## src/rtl/keypad_pkg.sv

```systemverilog
// Shared types and constants for the 4x4 keypad scanner and its debouncer.
package keypad_pkg;

    localparam int unsigned NUM_ROWS = 4;
    localparam int unsigned NUM_COLS = 4;
    localparam int unsigned ROW_W    = $clog2(NUM_ROWS);
    localparam int unsigned COL_W    = $clog2(NUM_COLS);
    localparam int unsigned CODE_W   = ROW_W + COL_W;

    typedef enum logic [1:0] {
        RES_NONE,
        RES_KEY,
        RES_MULTI
    } sweep_result_t;

    typedef enum logic {
        ST_RELEASED,
        ST_PRESSED
    } deb_state_t;

    function automatic logic [CODE_W-1:0] key_index(input logic [ROW_W-1:0] row,
                                                    input logic [COL_W-1:0] col);
        return {row, col};
    endfunction

endpackage

```

## src/rtl/keypad_debounce.sv

```systemverilog
// Per-sweep debounce FSM: match counter, pressed/released state and key outputs.
// AUTO_REPEAT_EN enables periodic repeat pulses while a key stays pressed.
module keypad_debounce
    import keypad_pkg::*;
#(
    parameter int unsigned DEBOUNCE_COUNT = 3,
    parameter int unsigned REPEAT_SWEEPS  = 20
) (
    input  logic              clk,
    input  logic              rst,
    input  logic              en,
    input  logic              sweep_valid_i,
    input  sweep_result_t     sweep_res_i,
    input  logic [CODE_W-1:0] sweep_code_i,
    output logic [CODE_W-1:0] key_code_o,
    output logic              key_valid_o,
    output logic              key_held_o
);

    localparam int unsigned MATCH_W = $clog2(DEBOUNCE_COUNT + 1);
    localparam logic [MATCH_W-1:0] MATCH_MAX = MATCH_W'(DEBOUNCE_COUNT);
    localparam int unsigned REP_W = (REPEAT_SWEEPS > 1) ? $clog2(REPEAT_SWEEPS) : 1;
    localparam logic [REP_W-1:0] REP_LAST = REP_W'(REPEAT_SWEEPS - 1);

`ifdef AUTO_REPEAT_EN
    localparam bit RepeatOn = 1'b1;
`else
    localparam bit RepeatOn = 1'b0;
`endif

    deb_state_t          state_q, state_d;
    sweep_result_t       last_res_q, last_res_d;
    logic [CODE_W-1:0]   last_code_q, last_code_d;
    logic [MATCH_W-1:0]  match_q, match_d;
    logic [CODE_W-1:0]   code_q, code_d;
    logic                valid_q, valid_d;
    logic                held_q, held_d;
    logic [REP_W-1:0]    rep_q, rep_d;

    sweep_result_t       eff_res;
    logic                same;
    logic [MATCH_W-1:0]  match_next;
    logic                stable;

    always_comb begin
        state_d     = state_q;
        last_res_d  = last_res_q;
        last_code_d = last_code_q;
        match_d     = match_q;
        code_d      = code_q;
        valid_d     = 1'b0;
        held_d      = held_q;
        rep_d       = rep_q;

        // A different key while pressed is treated as a release; rollover needs a release.
        eff_res = sweep_res_i;
        if (state_q == ST_PRESSED && sweep_res_i == RES_KEY && sweep_code_i != code_q) begin
            eff_res = RES_NONE;
        end

        same = (eff_res == last_res_q) && (eff_res != RES_KEY || sweep_code_i == last_code_q);
        if (!same) begin
            match_next = MATCH_W'(1);
        end else if (match_q == MATCH_MAX) begin
            match_next = match_q;
        end else begin
            match_next = match_q + 1'b1;
        end
        stable = (match_next == MATCH_MAX);

        if (sweep_valid_i) begin
            last_res_d  = eff_res;
            last_code_d = sweep_code_i;
            match_d     = match_next;
            unique case (state_q)
                ST_RELEASED: begin
                    if (eff_res == RES_KEY && stable) begin
                        code_d  = sweep_code_i;
                        valid_d = 1'b1;
                        held_d  = 1'b1;
                        rep_d   = '0;
                        state_d = ST_PRESSED;
                    end
                end
                ST_PRESSED: begin
                    if (eff_res == RES_NONE && stable) begin
                        held_d  = 1'b0;
                        state_d = ST_RELEASED;
                    end
                    if (eff_res == RES_KEY) begin
                        if (rep_q == REP_LAST) begin
                            rep_d   = '0;
                            valid_d = RepeatOn;
                        end else begin
                            rep_d = rep_q + 1'b1;
                        end
                    end else begin
                        rep_d = '0;
                    end
                end
            endcase
        end
    end

    always_ff @(posedge clk) begin
        if (rst) begin
            state_q     <= ST_RELEASED;
            last_res_q  <= RES_NONE;
            last_code_q <= '0;
            match_q     <= '0;
            code_q      <= '0;
            valid_q     <= 1'b0;
            held_q      <= 1'b0;
            rep_q       <= '0;
        end else if (!en) begin
            // key_code is kept across a disable; everything else restarts.
            state_q     <= ST_RELEASED;
            last_res_q  <= RES_NONE;
            last_code_q <= '0;
            match_q     <= '0;
            valid_q     <= 1'b0;
            held_q      <= 1'b0;
            rep_q       <= '0;
        end else begin
            state_q     <= state_d;
            last_res_q  <= last_res_d;
            last_code_q <= last_code_d;
            match_q     <= match_d;
            code_q      <= code_d;
            valid_q     <= valid_d;
            held_q      <= held_d;
            rep_q       <= rep_d;
        end
    end

    assign key_code_o  = code_q;
    assign key_valid_o = valid_q;
    assign key_held_o  = held_q;

endmodule

```

## src/rtl/keypad_scanner.sv

```systemverilog
// 4x4 matrix keypad scanner: row strobing, settled column sampling, sweep classification.
// Build option AUTO_REPEAT_EN (see keypad_debounce) adds repeat events while held.
module keypad_scanner
    import keypad_pkg::*;
#(
    parameter int unsigned SCAN_TICKS     = 30000,
    parameter int unsigned DEBOUNCE_COUNT = 3,
    parameter int unsigned REPEAT_SWEEPS  = 20
) (
    input  logic                clk,
    input  logic                rst,
    input  logic                en,
    input  logic [NUM_COLS-1:0] col_i,
    output logic [NUM_ROWS-1:0] row_o,
    output logic [CODE_W-1:0]   key_code,
    output logic                key_valid,
    output logic                key_held
);

    localparam int unsigned TICK_W = (SCAN_TICKS > 1) ? $clog2(SCAN_TICKS) : 1;
    localparam logic [TICK_W-1:0] TICK_LAST = TICK_W'(SCAN_TICKS - 1);
    localparam logic [ROW_W-1:0]  ROW_LAST  = ROW_W'(NUM_ROWS - 1);
    localparam logic [NUM_ROWS-1:0] ROW_ONE = NUM_ROWS'(1);

    logic [TICK_W-1:0] tick_q, tick_d;
    logic [ROW_W-1:0]  row_q, row_d;
    // Saturating press count for the current sweep: 0, 1, or 2 meaning "two or more".
    logic [1:0]        acc_cnt_q, acc_cnt_d;
    logic [CODE_W-1:0] acc_code_q, acc_code_d;

    logic              active;
    logic              sample;
    logic              sweep_end;
    logic [1:0]        row_hits;
    logic [COL_W-1:0]  hit_col;
    logic [2:0]        acc_sum;
    logic [1:0]        cnt_new;
    logic [CODE_W-1:0] code_new;
    sweep_result_t     sweep_res;

    assign active    = en && !rst;
    assign sample    = active && (tick_q == TICK_LAST);
    assign sweep_end = sample && (row_q == ROW_LAST);
    assign row_o     = active ? ~(ROW_ONE << row_q) : '1;

    always_comb begin
        row_hits = 2'd0;
        hit_col  = '0;
        for (int c = 0; c < int'(NUM_COLS); c++) begin
            if (!col_i[c]) begin
                hit_col = COL_W'(c);
                if (row_hits != 2'd2) begin
                    row_hits = row_hits + 2'd1;
                end
            end
        end
    end

    always_comb begin
        acc_sum  = {1'b0, acc_cnt_q} + {1'b0, row_hits};
        cnt_new  = (acc_sum >= 3'd2) ? 2'd2 : acc_sum[1:0];
        code_new = (row_hits != 2'd0) ? key_index(row_q, hit_col) : acc_code_q;

        if (cnt_new == 2'd0) begin
            sweep_res = RES_NONE;
        end else if (cnt_new == 2'd1) begin
            sweep_res = RES_KEY;
        end else begin
            sweep_res = RES_MULTI;
        end

        acc_cnt_d  = acc_cnt_q;
        acc_code_d = acc_code_q;
        if (sweep_end) begin
            acc_cnt_d  = 2'd0;
            acc_code_d = '0;
        end else if (sample) begin
            acc_cnt_d  = cnt_new;
            acc_code_d = code_new;
        end

        tick_d = tick_q + 1'b1;
        row_d  = row_q;
        if (tick_q == TICK_LAST) begin
            tick_d = '0;
            row_d  = (row_q == ROW_LAST) ? '0 : row_q + 1'b1;
        end
    end

    always_ff @(posedge clk) begin
        if (rst || !en) begin
            tick_q     <= '0;
            row_q      <= '0;
            acc_cnt_q  <= 2'd0;
            acc_code_q <= '0;
        end else begin
            tick_q     <= tick_d;
            row_q      <= row_d;
            acc_cnt_q  <= acc_cnt_d;
            acc_code_q <= acc_code_d;
        end
    end

    keypad_debounce #(
        .DEBOUNCE_COUNT (DEBOUNCE_COUNT),
        .REPEAT_SWEEPS  (REPEAT_SWEEPS)
    ) u_debounce (
        .clk           (clk),
        .rst           (rst),
        .en            (en),
        .sweep_valid_i (sweep_end),
        .sweep_res_i   (sweep_res),
        .sweep_code_i  (code_new),
        .key_code_o    (key_code),
        .key_valid_o   (key_valid),
        .key_held_o    (key_held)
    );

endmodule

```

## config.mk

```make
export PLATFORM = sky130hd
export DESIGN_NAME = keypad_scanner
export DESIGN_NICKNAME = d
export VERILOG_FILES = /design/src/rtl/keypad_pkg.sv /design/src/rtl/keypad_debounce.sv /design/src/rtl/keypad_scanner.sv
export SDC_FILE = /design/constraint.sdc
export NUM_CORES = 1
export LEC_CHECK = 0
export CORE_ASPECT_RATIO = 0.7
export CORE_UTILIZATION = 40
export DETAILED_ROUTE_END_ITERATION = 10
export HOLD_SLACK_MARGIN = 0.15
export PLACE_DENSITY = 0.64
export SYNTH_ARGS = -nofsm -noshare
export SYNTH_HDL_FRONTEND = slang
export SYNTH_SLANG_ARGS = --single-unit
```

## constraint.sdc

```tcl
create_clock -name clk -period 7 [get_ports clk]
set_clock_uncertainty 0.2 [all_clocks]
set_input_delay 1.4 -clock clk [delete_from_list [all_inputs] [get_ports clk]]
set_output_delay 1.4 -clock clk [all_outputs]
set_load 0.02 [all_outputs]
```

# Yosys cells after proc, flatten, opt, wreduce, memory -nomap -nowiden
# Cells that the tools add are included.
dict set report totals {
  reg_bits 38
  elab_cells 87
  output_inout_bits 10
  in_bits 7
}
dict set report op_classes {
  addsub 7
  mux 26
  magnitude_cmp 1
  n_reduce_logical 21
  n_eq_ne 16
  n_shift 1
  bitwise_logic 4
}
# operator n
set ops {}
lappend ops {{2-bit two-way mux} 15}
lappend ops {{15-bit by 1-bit adder with 15-bit output (second input constant)} 1}
lappend ops {{15-bit equality test (second input constant)} 1}
lappend ops {{2-bit by 1-bit adder with 2-bit output (second input constant)} 5}
lappend ops {{1-bit logical AND} 8}
lappend ops {{4-bit two-way mux} 2}
lappend ops {{2-bit != test (second input constant)} 4}
lappend ops {{2-bit by 1-bit equality test with 1-bit output (second input constant)} 3}
lappend ops {{2-bit equality test (second input constant)} 3}
lappend ops {{1-bit two-way mux} 6}
lappend ops {{1-bit case mux with 2 select lines} 3}
lappend ops {{2-bit OR reduction} 3}
lappend ops {{4-bit equality test} 1}
lappend ops {{2-bit zero test} 2}
lappend ops {{2-bit by 1-bit != test with 1-bit output (second input constant)} 2}
lappend ops {{4-bit != test} 1}
lappend ops {{4-bit NOT} 1}
lappend ops {{4-bit AND reduction} 1}
lappend ops {{1-bit by 2-bit left shift with 4-bit output (first input constant)} 1}
lappend ops {{2-bit by 2-bit adder with 3-bit output} 1}
lappend ops {{3-bit by 2-bit greater-or-equal comparator with 1-bit output (second input constant)} 1}
lappend ops {{1-bit NOT} 3}
lappend ops {{3-bit AND reduction} 1}
lappend ops {{3-bit OR reduction} 1}
lappend ops {{4 further kinds} 6}

# Depth between registers and ports, before layout
# Gate-level depths: netlist of run 1.
dict set report depth {
  ltp_word 28
  ltp_mapped 16
  mapped_depth_nobuf 15
}

# By module
# A second synthesis of run 1 with hierarchy kept.
dict set report hier_totals {
  cells_unflattened 234
  hier_area_um2 2077.0
}
# module instances area_each_um2 cells_per_inst seq_area_each_um2
set modules_own_cells {}
lappend modules_own_cells {keypad_scanner 1 1276.2 145 460.4}
lappend modules_own_cells {keypad_debounce 1 800.8 89 300.3}

# Least setup slack after synthesis of run 1
# Ideal clock, no wire load.
dict set report synth_timing {
  kind {input-to-reg}
  startpoint {in col_i[0]}
  endpoint {reg u_debounce.held_q, in the netlist u_debounce.key_held_o}
  required_time_ns 6.678
  arrival_time_ns 3.988
  path_buffers 0
  path_stages 15
  slack_ns 2.690
  setup_time_ns 0.122
  path_cell_list {inv_1 ha_1 mux2i_1 ha_1 nor2_1 a21oi_1 ha_1 inv_1 fa_1 nand2_1 nor2_1 nand3_2 nor4b_4 a21oi_1 a311o_1}
}
dict set report synth_between {
  elab_chain_len 28
  elab_cells_between_ends 41
  cone_classes {add/sub (4); order compare (1); eq/ne (13); mux (13); reduce/logical (10)}
}
# element line_no
set synth_rtl {}
lappend synth_rtl {{start: declaration} keypad_scanner.sv:13} ;# input logic [NUM_COLS-1:0] col_i,
lappend synth_rtl {{1-bit two-way mux *} keypad_scanner.sv:50} ;# if (!col_i[c]) begin
lappend synth_rtl {{2-bit by 1-bit adder with 2-bit output / 2-bit != test (equally long branches)} {keypad_scanner.sv:53, keypad_scanner.sv:52}}
lappend synth_rtl {{2-bit two-way mux} keypad_scanner.sv:52} ;# if (row_hits != 2'd2) begin
lappend synth_rtl {{2-bit two-way mux *} keypad_scanner.sv:50}
lappend synth_rtl {{2-bit by 1-bit adder with 2-bit output / 2-bit != test (equally long branches)} {keypad_scanner.sv:53, keypad_scanner.sv:52}}
lappend synth_rtl {{2-bit two-way mux} keypad_scanner.sv:52}
lappend synth_rtl {{2-bit two-way mux *} keypad_scanner.sv:50}
lappend synth_rtl {{2-bit by 1-bit adder with 2-bit output / 2-bit != test (equally long branches)} {keypad_scanner.sv:53, keypad_scanner.sv:52}}
lappend synth_rtl {{[12 not listed]} --}
lappend synth_rtl {{2-bit by 1-bit != test with 1-bit output} keypad_debounce.sv:61} ;# same = (eff_res == last_res_q) && (eff_res != RES_KEY || sweep_code_i == last_code_q);
lappend synth_rtl {{1-bit logical OR} keypad_debounce.sv:61}
lappend synth_rtl {{1-bit logical AND} keypad_debounce.sv:61}
lappend synth_rtl {{2-bit two-way mux} keypad_debounce.sv:62} ;# if (!same) begin
lappend synth_rtl {{2-bit equality test} keypad_debounce.sv:69} ;# stable = (match_next == MATCH_MAX);
lappend synth_rtl {{1-bit logical AND (on tied branches)} {keypad_debounce.sv:86, keypad_debounce.sv:77}}
lappend synth_rtl {{2-bit != test (no line) / 2-bit by 1-bit != test with 1-bit output (equally long branches)} --}
lappend synth_rtl {{3-bit AND reduction (no line) *} --}
lappend synth_rtl {{end signal: assignment} keypad_debounce.sv:131} ;# held_q <= held_d;
lappend synth_rtl {{end: declaration} keypad_debounce.sv:37} ;# logic held_q, held_d;
# Mark *: on every way between the ends. The rest lies on a longest branch, timed or not.
# A chain may end at the register's enable or synchronous reset.

# Worst setup path in the final report of run 1
dict set report layout_timing {
  startpoint {in col_i[1]}
  endpoint {reg u_debounce.code_q[1], in the netlist u_debounce.key_code_o[1]}
}
dict set report layout_between {
  elab_chain_len 24
  elab_cells_between_ends 36
  cone_classes {add/sub (3); order compare (1); eq/ne (10); mux (14); reduce/logical (8)}
}
# element line_no
set layout_rtl {}
lappend layout_rtl {{2-bit two-way mux} keypad_scanner.sv:50}
lappend layout_rtl {{2-bit by 1-bit adder with 2-bit output / 2-bit != test (equally long branches)} {keypad_scanner.sv:53, keypad_scanner.sv:52}}
lappend layout_rtl {{2-bit two-way mux} keypad_scanner.sv:52}
lappend layout_rtl {{2-bit two-way mux} keypad_scanner.sv:50}
lappend layout_rtl {{2-bit by 1-bit adder with 2-bit output / 2-bit != test (equally long branches)} {keypad_scanner.sv:53, keypad_scanner.sv:52}}
lappend layout_rtl {{2-bit two-way mux} keypad_scanner.sv:52}
lappend layout_rtl {{2-bit two-way mux} keypad_scanner.sv:50}
lappend layout_rtl {{2-bit by 2-bit adder with 3-bit output} keypad_scanner.sv:60} ;# acc_sum = {1'b0, acc_cnt_q} + {1'b0, row_hits};
lappend layout_rtl {{[8 not listed]} --}
lappend layout_rtl {{2-bit two-way mux} keypad_debounce.sv:57} ;# if (state_q == ST_PRESSED && sweep_res_i == RES_KEY && sweep_code_i != code_q) begin
lappend layout_rtl {{2-bit by 1-bit != test with 1-bit output} keypad_debounce.sv:61}
lappend layout_rtl {{1-bit logical OR} keypad_debounce.sv:61}
lappend layout_rtl {{1-bit logical AND} keypad_debounce.sv:61}
lappend layout_rtl {{2-bit two-way mux} keypad_debounce.sv:62}
lappend layout_rtl {{2-bit equality test} keypad_debounce.sv:69}
lappend layout_rtl {{1-bit logical AND} keypad_debounce.sv:77} ;# if (eff_res == RES_KEY && stable) begin
lappend layout_rtl {{4-bit AND reduction (no line)} --}
lappend layout_rtl {{end signal: assignment} keypad_debounce.sv:129} ;# code_q <= code_d;
lappend layout_rtl {{end: declaration} keypad_debounce.sv:35} ;# logic [CODE_W-1:0] code_q, code_d;
# Parallel ways exist; a longest one is shown, timed or not.

==> results of run 1 <==
-- kinds of logic after synthesis --
family | after synthesis
simple gates | 110
fa+ha+maj | 10
buf+inv | 21
xor+xnor | 24
flops | 38
mux | 9
compound gates | 36
-- through the flow --
stage	setup slack [ps]	hold WS [ps]	util, %	area [um^2]	instances
6_report	2110	272	49.0	2430	330
5_1_grt	1880	298	49.0	2430	330
4_1_cts	2160	276	49.0	2430	330
3_5_place_dp	1850	257	46.9	2330	322
3_3_place_gp	2000	248	46.9	2330	322
2_1_floorplan	2690	230	-	2140	248
-- synthesized netlist by cell type (all sizes together), types with 4 or more instances --
library cell	instances	area, um^2
dfxtp	38	761
nor2	38	143
nand2	22	82.6
a21oi	18	90.1
xor2	14	130
inv	10	37.5
xnor2	10	87.6
clkbuf	9	43.8
ha	9	113
mux2i	9	90.1
nand3	8	45.0
nor3	8	40.0
nand4	7	58.8
o21ai	6	30.0
nand2b	5	31.3
a211oi	4	30.0
or3	4	27.5
-- worst max-delay path by stage --
stage | endpoint | slack (ps) | depth (start not counted)
6_report | u_debounce.key_code_o[1] | 2110 | 16
5_1_grt | u_debounce.key_code_o[1] | 1880 | 16
4_1_cts | u_debounce.key_code_o[1] | 2160 | 16
3_5_place_dp | u_debounce.key_code_o[1] | 1850 | 16
3_3_place_gp | u_debounce.key_code_o[0] | 2000 | 16
2_1_floorplan | u_debounce.key_held_o | 2690 | 15
-- where the power goes --
group          leakage (nW)  total, mW  switching (mW)  internal, mW
logic                 0.506     0.0428          0.0260        0.0168
clock network        0.0524      0.181          0.0746         0.107
registers             0.306      0.217        0.000492         0.217
total                 0.865      0.441           0.101         0.340
-- flip-flops by register name, summed over array words and instances (netlist names) --
signal	cells
u_debounce.key_valid_o	1
u_debounce.key_code_o	4
u_debounce.last_code_q	4
tick_q	15
u_debounce.key_held_o	1
u_debounce.match_q	2
u_debounce.last_res_q	2
row_q	2
acc_cnt_q	2
acc_code_q	4
u_debounce.state_q	1
-- worst reg2reg max path: cells and delay by family (launching register included) --
| family | cells | cell delay (ps) |
|---|---|---|
| fa+ha+maj | 1 | 430 |
| simple gates | 5 | 1590 |
| mux | 1 | 230 |
| flops | 1 | 540 |
-- routing by layer --
layer | share of wire (%) | wire length, um
met5 | 0 | 0
met2 | 37 | 1590
met4 | 1.6 | 69
met3 | 3.7 | 160
met1 | 58 | 2490
-- final cells by class --
cell class | instances | area (um^2)
clock buffers | 7 | 76.3
clock inverters | 1 | 30.0
fillers | 472 | 2530
inverters | 10 | 37.5
multi-input cells | 189 | 1280
flip-flops and latches | 38 | 761
well taps | 69 | 86.3
repair buffers | 16 | 160
==> impl_summary.md, run 1 <==
Run status
The run finished with clean final reports.

CTS
The longest clock path from root to sink contains 2 buffers. Clock latency on the worst-skew pair, taken at its later pin, is slightly below 300 ps. After clock tree synthesis, the flow added hold-fix buffers numbering 0. Clock tree synthesis inserted a total of 5 buffers. The clock tree from TritonCTS is yes.

The number of H-tree levels is 2. The setup fix buffers added after clock tree synthesis is 0. The clock drives 38 sinks.

The number of cells upsized or downsized after cts is 0. The clock-pin slew on the worst setup and hold paths is 70 ps. The tree is rooted in a sky130_fd_sc_hd__clkbuf_8.

Critical path
The worst setup path is captured at a register. The signal on the critical path passes through clkdlybuf4s50_1 > inv_1 > ha_1 > mux2i_1 > ha_1 > nor2_1 > a21oi_1 > ha_1 > inv_1 > fa_1 > nand2_1 > nor2_1 > nand3_2 > nor4b_4 > and2_1 > mux2i_1. On the critical path, the stage with the largest delay is an instance of sky130_fd_sc_hd__clkdlybuf4s50_1. The endpoint identified for the worst register-to-register timing path is u_debounce.key_code_o[1].

The highest fanout seen on the critical path is 5. The gate family responsible for the most delay along the worst path is adder cells. The setup path with the least slack is of type in2reg. The most repeated library cell on the critical path is sky130_fd_sc_hd__ha_1. The required time of the critical path is 7020 ps.

The sort of element at the start of the critical path is an input port. In this run the worst setup path begins at col_i[1]. The worst register-to-register path has a depth of 7. The worst register-to-register path begins at row_q[0]. The data arrival time of the worst path is about 4900 ps. The flop-to-flop setup slack is 3940 ps. The largest single stage delay on the critical path is 500 ps. The number of buffer and inverter instances along the worst setup path is 3.

Hold path
The terminating pin of the worst hold path is tick_q[0]. The class of the most critical hold timing path is reg2reg. The startpoint of the tightest hold check path is tick_q[0]. The hold-critical path depth is 1.

Logic synthesis
After synthesis, the share of cell area in mux cells is between 4 and 5%. After Yosys synthesis, and, or, nand and nor cells account for between 20 and 30% of the synthesized area. In the synthesized netlist the dominant register cell turns out to be sky130_fd_sc_hd__dfxtp_1. The compound-gate portion of the synthesized area is 10.7%. The mean cell area of the mapped netlist is 8.62 um^2. The post-synthesis cell count is 248.

Of the total synthesized cell area, the portion taken by XOR and XNOR cells is between 10% and 20%. The unique cell type count in the Yosys netlist is between 40 and 50. The register area share after synthesis is 35.6%. After Yosys synthesis, full adders, half adders and majority gates account for 6.21% of the synthesized area. The share of flip-flops with an asynchronous set or reset after synthesis is 0%.

The number of enable flip-flop cells after synthesis is 0. Yosys printed 0 warnings. The net count of the mapped netlist is 265. The cell area that synthesis handed to floorplanning was 0.00214 mm^2. By area, the combinational part of the netlist is dominated by simple AND/OR/NAND/NOR gates. Counting flops and latches in the post-synthesis netlist gives 38.

Timing
The final max-slew violation count is 0. Subtracting the final worst setup slack from the clock period gives 4890 ps. The setup TNS is 0 ps.

The final count of negative-setup-slack endpoints is 0. The upper clock frequency limit is 205 MHz. For the pin with the worst max-slew slack, the measured transition is 665 ps. The max-slew headroom at the worst pin is 55.6%. Setup repair after global routing left no endpoint under its margin.

The final critical path takes up 69.8% of the cycle. The number of hold-slack violations in the final timing report is 0.

GRT
The global-route met3 utilization is 4.06%. The global-route met2 utilization is around 23%. The initial antenna violation count came to 0. The via count of the first global-routing pass is 1536. Across every metal layer, demand over resource in global routing totals around 17%. Entering global routing, the biggest net connects 16 pins. For this run the aggregate overflow at the end of global routing stands at 0.

The global routing stage identified its most utilized layer as met1. The global-route wire length before repair is 7420 um. The fraction of met1 tracks used by global routing is 26.8%.

Die
Once the floorplan was initialized, standard cells occupied 43.0% of the core. The floorplan step set the die height to about 63 um. In this run the count of I/O pins placed on the die edge is 17.

The total die area is about 0.0056 mm^2. From left edge to right edge, the die measures 89.4 um. The floorplan row count is 21. The core region area is approximately 0.005 mm^2.

Routing
For this block, the routed nets add up to approximately 4300 um of wire. Using the TritonRoute via totals, the vias-per-cell ratio works out to 5.02. The remaining routing DRC violations is 0.

For this block, the initial DRC count from the detailed router was 120. The first detailed-routing pass ran for 4 iterations. In this run the remaining antenna-violating nets after routing total 0. The total number of vias is approximately 1700. Dividing the detail-routed wire length by the instance count gives 13.1 um.

Power and ir drop
The power density over cell area is 181 mW/mm^2. The maximum resistive drop on vdd is 0.0000867 V. Summed over all cells, the static leakage comes to 0.865 nW.

The design draws 0.441 mW.

Cells and area
The top cell types in the final layout, fill and taps aside, are sky130_fd_sc_hd__nor2_1 (38), sky130_fd_sc_hd__dfxtp_1 (38), sky130_fd_sc_hd__nand2_1 (22), sky130_fd_sc_hd__a21oi_1 (18), sky130_fd_sc_hd__clkdlybuf4s50_1 (16). The relative area change from synthesis to final layout is 13.9%. The fraction of layout cells with a size suffix above 1 is 8.81%. The final antenna diode count is 0. The net count reported at finish is 277.

Place
The last weighted congestion value of the routability-driven placer is 0.817. Port buffering added 16 buffers. The placed wire-length estimate is around 3200 um.

Run
Across the run, the number of max-cap violations was 0.
(Power assumes the default switching activity.)
==> inputs of run 2 (changes only) <==
- clock period: 7 -> 4.5 ns (I/O delays scaled with it)
==> run 2 against run 1 <==
Flip-flop and latch count did not move. Critical endpoint is now u_debounce.key_code_o[0]. Critical path depth unchanged. Worst hold slack improved by 9.0 ps. Non-clock buffer count increased by 5. Sequential share of layout area shrank 0.18 points. Register-to-register slack lost 2400 ps. Core utilization grew 0.28 points. Die area stayed put. Cell area increased by 0.57%. Final cell count is 0.91% higher. Highest routed layer unchanged. Power increased by 46%. Via count grew 1.3%.
==> impl_summary.md, run 2 (synthesis gave the netlist of run 1 again) <==
GRT
The global-route met3 utilization is 3.93% (-0.13 points). The via count of the first global-routing pass is 1434 (-6.6%). The largest net degree at the start of global routing is 16 (unchanged). The busiest metal layer after global routing is met1.

The global-route wire length before repair is 7070 um (-4.7%). The global-route met2 utilization is 20.3% (-2.8 points). The initial antenna violation count was 0 (unchanged).

The overall fraction of global-route tracks in use is 16.7% (-0.73 points). The fraction of met1 tracks used by global routing came to 27.0% (+0.24 points). The sum of overflow across all layers after global routing is 0 (unchanged).

Hold path
The class of the most critical hold timing path is reg2reg. The startpoint identified for the worst hold timing path is u_debounce.match_q[0]. For hold timing, the worst endpoint is u_debounce.match_q[0]. The hold-critical path depth came to 2 (+1).

Routing
The residual antenna-violating net count after detailed routing is 0 (unchanged). The count of TritonRoute iterations in the first routing pass is 4 (unchanged). The remaining routing DRC violations is 0 (unchanged). The total number of vias is 1680 (+1.3%). The violation count after the first detailed-routing iteration is 108 (-10%).

The routed wire length is 4210 um (-2.2%). The routed wire length per instance came to 12.7 um (-3.1%). The number of vias per cell came to 5.05 (+0.41%).

Critical path
The signal on the critical path passes through clkdlybuf4s50_1 > inv_1 > ha_1 > mux2i_1 > ha_1 > nor2_1 > a21oi_1 > ha_1 > inv_1 > fa_1 > nand2_1 > nor2_1 > nand3_2 > nor4b_4 > and2_1 > mux2i_1. Among the stages of the critical path, the cell type that occurs most often is sky130_fd_sc_hd__ha_1. The end of the worst register-to-register path is u_debounce.key_code_o[0].

The class of the most critical setup path is in2reg. The gate family responsible for the most delay along the worst path is adder cells. The highest fanout seen on the critical path is 5 (unchanged). The number of buffer and inverter instances along the worst setup path was 3 (unchanged).

On the critical path, the stage with the largest delay is an instance of sky130_fd_sc_hd__clkdlybuf4s50_1. The data arrival time of the worst path was 4230 ps (-670 ps). The delay contributed by the slowest stage of the critical path is 510 ps (about the same).

The endpoint class of the critical path is a register. The number of cells on the worst reg-to-reg path is 7 (unchanged). The sort of element at the start of the critical path is an input port. The required time of the critical path was 4530 ps (-2490 ps). The flop-to-flop setup slack came to 1520 ps (-2420 ps).

The worst reg2reg path startpoint is row_q[0].

Die
The boundary pin count was 17 (unchanged). The floorplan row count came to 21 (unchanged). The initial standard-cell utilization of the core is 43.0% (unchanged). The total die area is 0.00564 mm^2 (unchanged). The height of the die is 63.2 um (unchanged). The overall die width was 89.4 um (unchanged). The core region area is 0.00497 mm^2 (unchanged).

CTS
The number of buffers created by CTS was 5 (unchanged). The setup fix buffers added after clock tree synthesis is 0 (unchanged). The clock sink total is 38 (unchanged). The number of cells upsized or downsized after cts was 0 (unchanged). The total of hold buffers inserted after clock tree synthesis was 0 (unchanged).

TritonCTS built the clock tree. The clock tree buffer depth is 2 (unchanged). The clock tree root buffer cell is sky130_fd_sc_hd__clkbuf_8. The clock insertion delay at the later pin of the skew report came to 290 ps (about the same).

The clock-pin slew on the worst setup and hold paths is 70 ps (about the same). The number of H-tree levels is 2 (unchanged).

Place
The last weighted congestion value of the routability-driven placer is 0.783 (-4.2%). The post-placement setup slack is 17.3 ps (-1830 ps). The placed wire-length estimate came to 3140 um (-2.6%).

The number of buffer cells added on primary ports came to 16 (unchanged).

Cells and area
The fill cell instance count of the final layout is 480 (+1.7%). The fraction of layout cells with a size suffix above 1 was 10.6% (+1.8 points). The sequential cell area is 761 um^2 (unchanged). The net count reported at finish is 282 (+1.8%).

The total area of multi-input combinational cells was 0.00128 mm^2 (unchanged). The relative area change from synthesis to final layout is 14.5%. The final antenna diode count came to 0 (unchanged). Leaving out fill and tap cells, the most frequent cells in the layout are sky130_fd_sc_hd__nor2_1 (38), sky130_fd_sc_hd__dfxtp_1 (38), sky130_fd_sc_hd__nand2_1 (22), sky130_fd_sc_hd__a21oi_1 (18), sky130_fd_sc_hd__clkdlybuf4s50_1 (16). The flip-flop count of the largest register, all copies and words added is 15 (unchanged). The register with the most flip-flops is tick_q.

Timing
The setup slack after layout is 300 ps (-1810 ps). The final count of negative-setup-slack endpoints is 0 (unchanged). The portion of the clock cycle consumed by the worst path in the final layout is between 90 and 100%. Setup repair after global routing left no endpoint under its margin.

The final critical delay including setup and external delays is 4200 ps. The final max-slew violation count came to 0 (unchanged). The setup TNS was 0 ps (unchanged). The number of hold-slack violations in the final timing report is 0 (unchanged). The max-slew headroom at the worst pin is 55.4% (-0.23 points). The worst hold margin is 281 ps (+9.00 ps). Derived from the worst setup path, the maximum achievable clock frequency is 238 MHz. The pin slew with the least headroom to its limit is 669 ps (+3.45 ps).

Run status
The flow ran to the end, and the final reports show no timing, DRC or antenna violations.

Run
The number of maximum-capacitance constraint violations is 0 (unchanged).

Power and ir drop
The power density over cell area is 263 mW/mm^2 (+45%). The maximum resistive drop on vdd came to 0.000149 V (+72%). The overall power after layout came to 0.643 mW (+46%). The reported leakage power was 0.880 nW (+1.8%).
run 2: through the flow:
stage	std cells	area, um^2	util (%)
4_1_cts	333	2450	49.3
6_report	333	2450	49.3
3_3_place_gp	327	2360	47.6
2_1_floorplan	248	2140	-
3_5_place_dp	327	2360	47.6
5_1_grt	333	2450	49.3
run 2: cell type report:
class | count | area share [%]
sequential | 38 | 31.1
clock buffer | 6 | 3.37
tap | 69 | 3.53
inverter | 10 | 1.53
multi-input combinational | 189 | 52.4
timing repair buffer | 21 | 8.08
run 2: worst max-delay path by stage:
stage                        start                        to  slack, ps  cells past startpoint
after floorplan           col_i[0]     u_debounce.key_held_o        690                     15
after global placement    col_i[1]  u_debounce.key_code_o[1]         90                     16
after detailed placement  col_i[1]  u_debounce.key_code_o[1]         20                     16
after CTS                 col_i[1]  u_debounce.key_code_o[1]        300                     16
after global routing      col_i[1]  u_debounce.key_code_o[1]         30                     16
final                     col_i[1]  u_debounce.key_code_o[0]        300                     16
run 2: power breakdown:
group	switching, mW	internal [mW]
registers	0.000765	0.337
clock network	0.117	0.118
logic	0.0404	0.0297
total	0.158	0.485
run 2: worst reg2reg max path, stage by stage, from the launching register on:
cell                      delay, ps
sky130_fd_sc_hd__dfxtp_1        550
sky130_fd_sc_hd__ha_1           430
sky130_fd_sc_hd__nand2_1        180
sky130_fd_sc_hd__nor4_4         550
sky130_fd_sc_hd__nand3_2        170
sky130_fd_sc_hd__nor4b_4        330
sky130_fd_sc_hd__and2_1         310
sky130_fd_sc_hd__mux2i_1        200
run 2: routing by layer:
| metal | up-vias | wire length (um) |
|---|---|---|
| met3 | 8 | 143 |
| met2 | 19 | 1520 |
| met5 | - | 0 |
| met1 | 773 | 2480 |
| met4 | 0 | 65 |
| li1 | 880 | - |
==> inputs of run 3 (changes only) <==
- CORE_MARGIN: unset -> 2
- CORE_UTILIZATION: 40 -> 47
- MAX_ROUTING_LAYER: unset -> met4
- PLACE_DENSITY: 0.64 -> 0.73
==> run 3 against run 2 <==
Core utilization rose by 7.0 points. Clock-buffer cell count did not move. Non-clock buffer count rose by 1. Largest power group unchanged. Sequential power barely moved.
==> impl_summary.md, run 3 (synthesis gave the netlist of run 1 again) <==
GRT
The initial antenna violation count is 0 (unchanged). The global-route met2 utilization was 27.0% (+6.7 points). After global routing, the most crowded layer is met1. The via count of the first global-routing pass came to 1629 (+14%). The largest net degree at the start of global routing was 16 (unchanged). The overall fraction of global-route tracks in use was 19.6% (+2.9 points). The global-route met3 utilization came to 5.85% (+1.9 points). The sum of overflow across all layers after global routing was 0 (unchanged). The fraction of met1 tracks used by global routing came to 27.7% (+0.74 points). The global-route wire length before repair is 7510 um (+6.3%).

Place
The post-placement setup slack came to -19.0 ps (-36.3 ps). The total cell area at the placement stage is 0.00235 mm^2 (-0.42%). The number of buffer cells added on primary ports is 16 (unchanged). The last weighted congestion value of the routability-driven placer came to 0.821 (+4.9%).

The placed wire-length estimate was 3160 um (+0.62%).

Critical path
The highest fanout seen on the critical path is 5 (unchanged). The end of the worst register-to-register path is u_debounce.key_code_o[0]. In this run the worst setup path begins at col_i[1]. The required time of the critical path is 4530 ps (about the same). STA classifies the critical path endpoint as a register. The critical path is of the in2reg type. The sort of element at the start of the critical path is an input port. The worst reg2reg path startpoint is row_q[0]. The data arrival time of the worst path is 4260 ps (+30 ps).

The number of cells on the worst reg-to-reg path is 7 (unchanged). Following the worst setup path forward leads to its endpoint at u_debounce.key_code_o[0]. The flop-to-flop setup slack came to 1530 ps (about the same).

Cells and area
The relative area change from synthesis to final layout is 14.6%. The net count reported at finish is 283 (+0.35%). The library cells used most frequently in the layout, excluding fill and tap cells, are sky130_fd_sc_hd__nor2_1 (38), sky130_fd_sc_hd__dfxtp_1 (38), sky130_fd_sc_hd__nand2_1 (22), sky130_fd_sc_hd__a21oi_1 (18), sky130_fd_sc_hd__clkdlybuf4s50_1 (16). The design area is 0.00245 mm^2 (+0.10%). The final antenna diode count is 0 (unchanged). The fraction of layout cells with a size suffix above 1 is 11.6% (+1.0 points).

The flip-flop count of the largest register, all copies and words added is 15 (unchanged). The register with the most flip-flops is tick_q. The end-of-flow core utilization came to 56.3% (+7.0 points).

Run status
The run finished with clean final reports.

Routing
The residual antenna-violating net count after detailed routing is 0 (unchanged). The number of vias per cell was 5.17 (+2.4%). The routed wire length per instance was 13.2 um (+4.4%). The count of TritonRoute iterations in the first routing pass is 4 (unchanged). The total number of vias is 1664 (-0.95%).

The violation count after the first detailed-routing iteration is 87 (-19%). The routed wire length is 4250 um (+0.97%). The remaining routing DRC violations came to 0 (unchanged).

Timing
The setup TNS is 0 ps (unchanged). The final count of negative-setup-slack endpoints is 0 (unchanged). The upper clock frequency limit is 236 MHz (-0.85%). The worst hold margin is 271 ps (-10.0 ps).

The setup slack after layout is 264 ps (-36.1 ps). The number of hold-slack violations in the final timing report is 0 (unchanged). The portion of the clock cycle consumed by the worst path in the final layout is 94.1% (+0.80 points). The pin slew with the least headroom to its limit came to 623 ps (-45.6 ps). The final max-slew violation count came to 0 (unchanged).

The max-slew headroom at the worst pin is 58.4% (+3.0 points). The final critical delay including setup and external delays is 4240 ps (+36.1 ps). Setup repair after global routing left no endpoint under its margin.

Power and ir drop
The reported leakage power is 0.889 nW (+1.0%). The power density over cell area came to 269 mW/mm^2 (+2.2%). The maximum resistive drop on vdd is 0.000164 V (+9.7%).

CTS
The number of buffers created by CTS is 5 (unchanged). The total of hold buffers inserted after clock tree synthesis came to 0 (unchanged). The number of H-tree levels was 2 (unchanged). The setup fix buffers added after clock tree synthesis came to 0 (unchanged). The number of cells upsized or downsized after cts is 0 (unchanged). The clock tree from TritonCTS is yes. The clock sink total is 38 (unchanged). The clock-pin slew on the worst setup and hold paths is 70 ps (about the same).

CTS placed an instance of sky130_fd_sc_hd__clkbuf_8 at the clock tree root. The clock insertion delay at the later pin of the skew report was 300 ps (about the same). The clock tree buffer depth is 2 (unchanged).

Die
The floorplan row count is 20 (-4.8%). The overall die width is 84.6 um (-5.3%). The initial standard-cell utilization of the core came to 49.1% (+6.0 points). The height of the die is 60.4 um (-4.3%). The core region area was 0.00435 mm^2 (-12%). The total die area is 0.00511 mm^2 (-9.4%). The boundary pin count is 17 (unchanged).

Hold path
In this run the worst hold path is classified as reg2reg. The startpoint of the tightest hold check path is tick_q[0].

Run
The number of maximum-capacitance constraint violations is 0 (unchanged).
[run 3: how the worst min path moves through the flow]
| stage | to | depth (start not counted) |
|---|---|---|
| 2_1_floorplan | tick_q[0] | 1 |
| 3_3_place_gp | tick_q[0] | 1 |
| 3_5_place_dp | tick_q[0] | 1 |
| 4_1_cts | tick_q[0] | 1 |
| 5_1_grt | u_debounce.match_q[0] | 2 |
| 6_report | tick_q[0] | 1 |
[run 3: routing by layer]
metal | vias up | part of all wire (%) | wire length (um)
met5 | - | 0 | 0
li1 | 887 | - | -
met3 | 5 | 3.4 | 146
met1 | 753 | 57 | 2410
met4 | 0 | 1.1 | 48
met2 | 19 | 39 | 1650
[run 3: layout make-up]
type	instances	area, um^2
fillers	435	1900
multi-input cells	189	1280
flip-flops and latches	38	761
repair buffers	22	205
clock buffers	6	82.6
well taps	55	68.8
inverters	10	37.5
clock inverters	2	12.5
[run 3: power breakdown]
group	switching, mW	leakage (nW)	internal (mW)
sequential	0.000746	0.306	0.337
combinational	0.0419	0.536	0.0310
clock	0.124	0.0472	0.123
total	0.167	0.889	0.491
[run 3: critical path, cell delays in order]
cell	delay (ps)
sky130_fd_sc_hd__clkdlybuf4s50_1	510
sky130_fd_sc_hd__inv_1	60
sky130_fd_sc_hd__ha_1	290
sky130_fd_sc_hd__mux2i_1	200
sky130_fd_sc_hd__ha_1	210
sky130_fd_sc_hd__nor2_1	40
sky130_fd_sc_hd__a21oi_1	130
sky130_fd_sc_hd__ha_1	150
sky130_fd_sc_hd__inv_1	50
sky130_fd_sc_hd__fa_1	500
sky130_fd_sc_hd__nand2_1	120
sky130_fd_sc_hd__nor2_1	140
sky130_fd_sc_hd__nand3_2	120
sky130_fd_sc_hd__nor4b_4	340
sky130_fd_sc_hd__and2_1	300
sky130_fd_sc_hd__mux2i_1	200
[run 3: stage by stage]
step	std cells	power [mW]
final	322	0.658
after global routing	322	0.686
after CTS	322	0.663
after detailed placement	314	0.419
after global placement	314	0.417
after floorplan	248	0.394
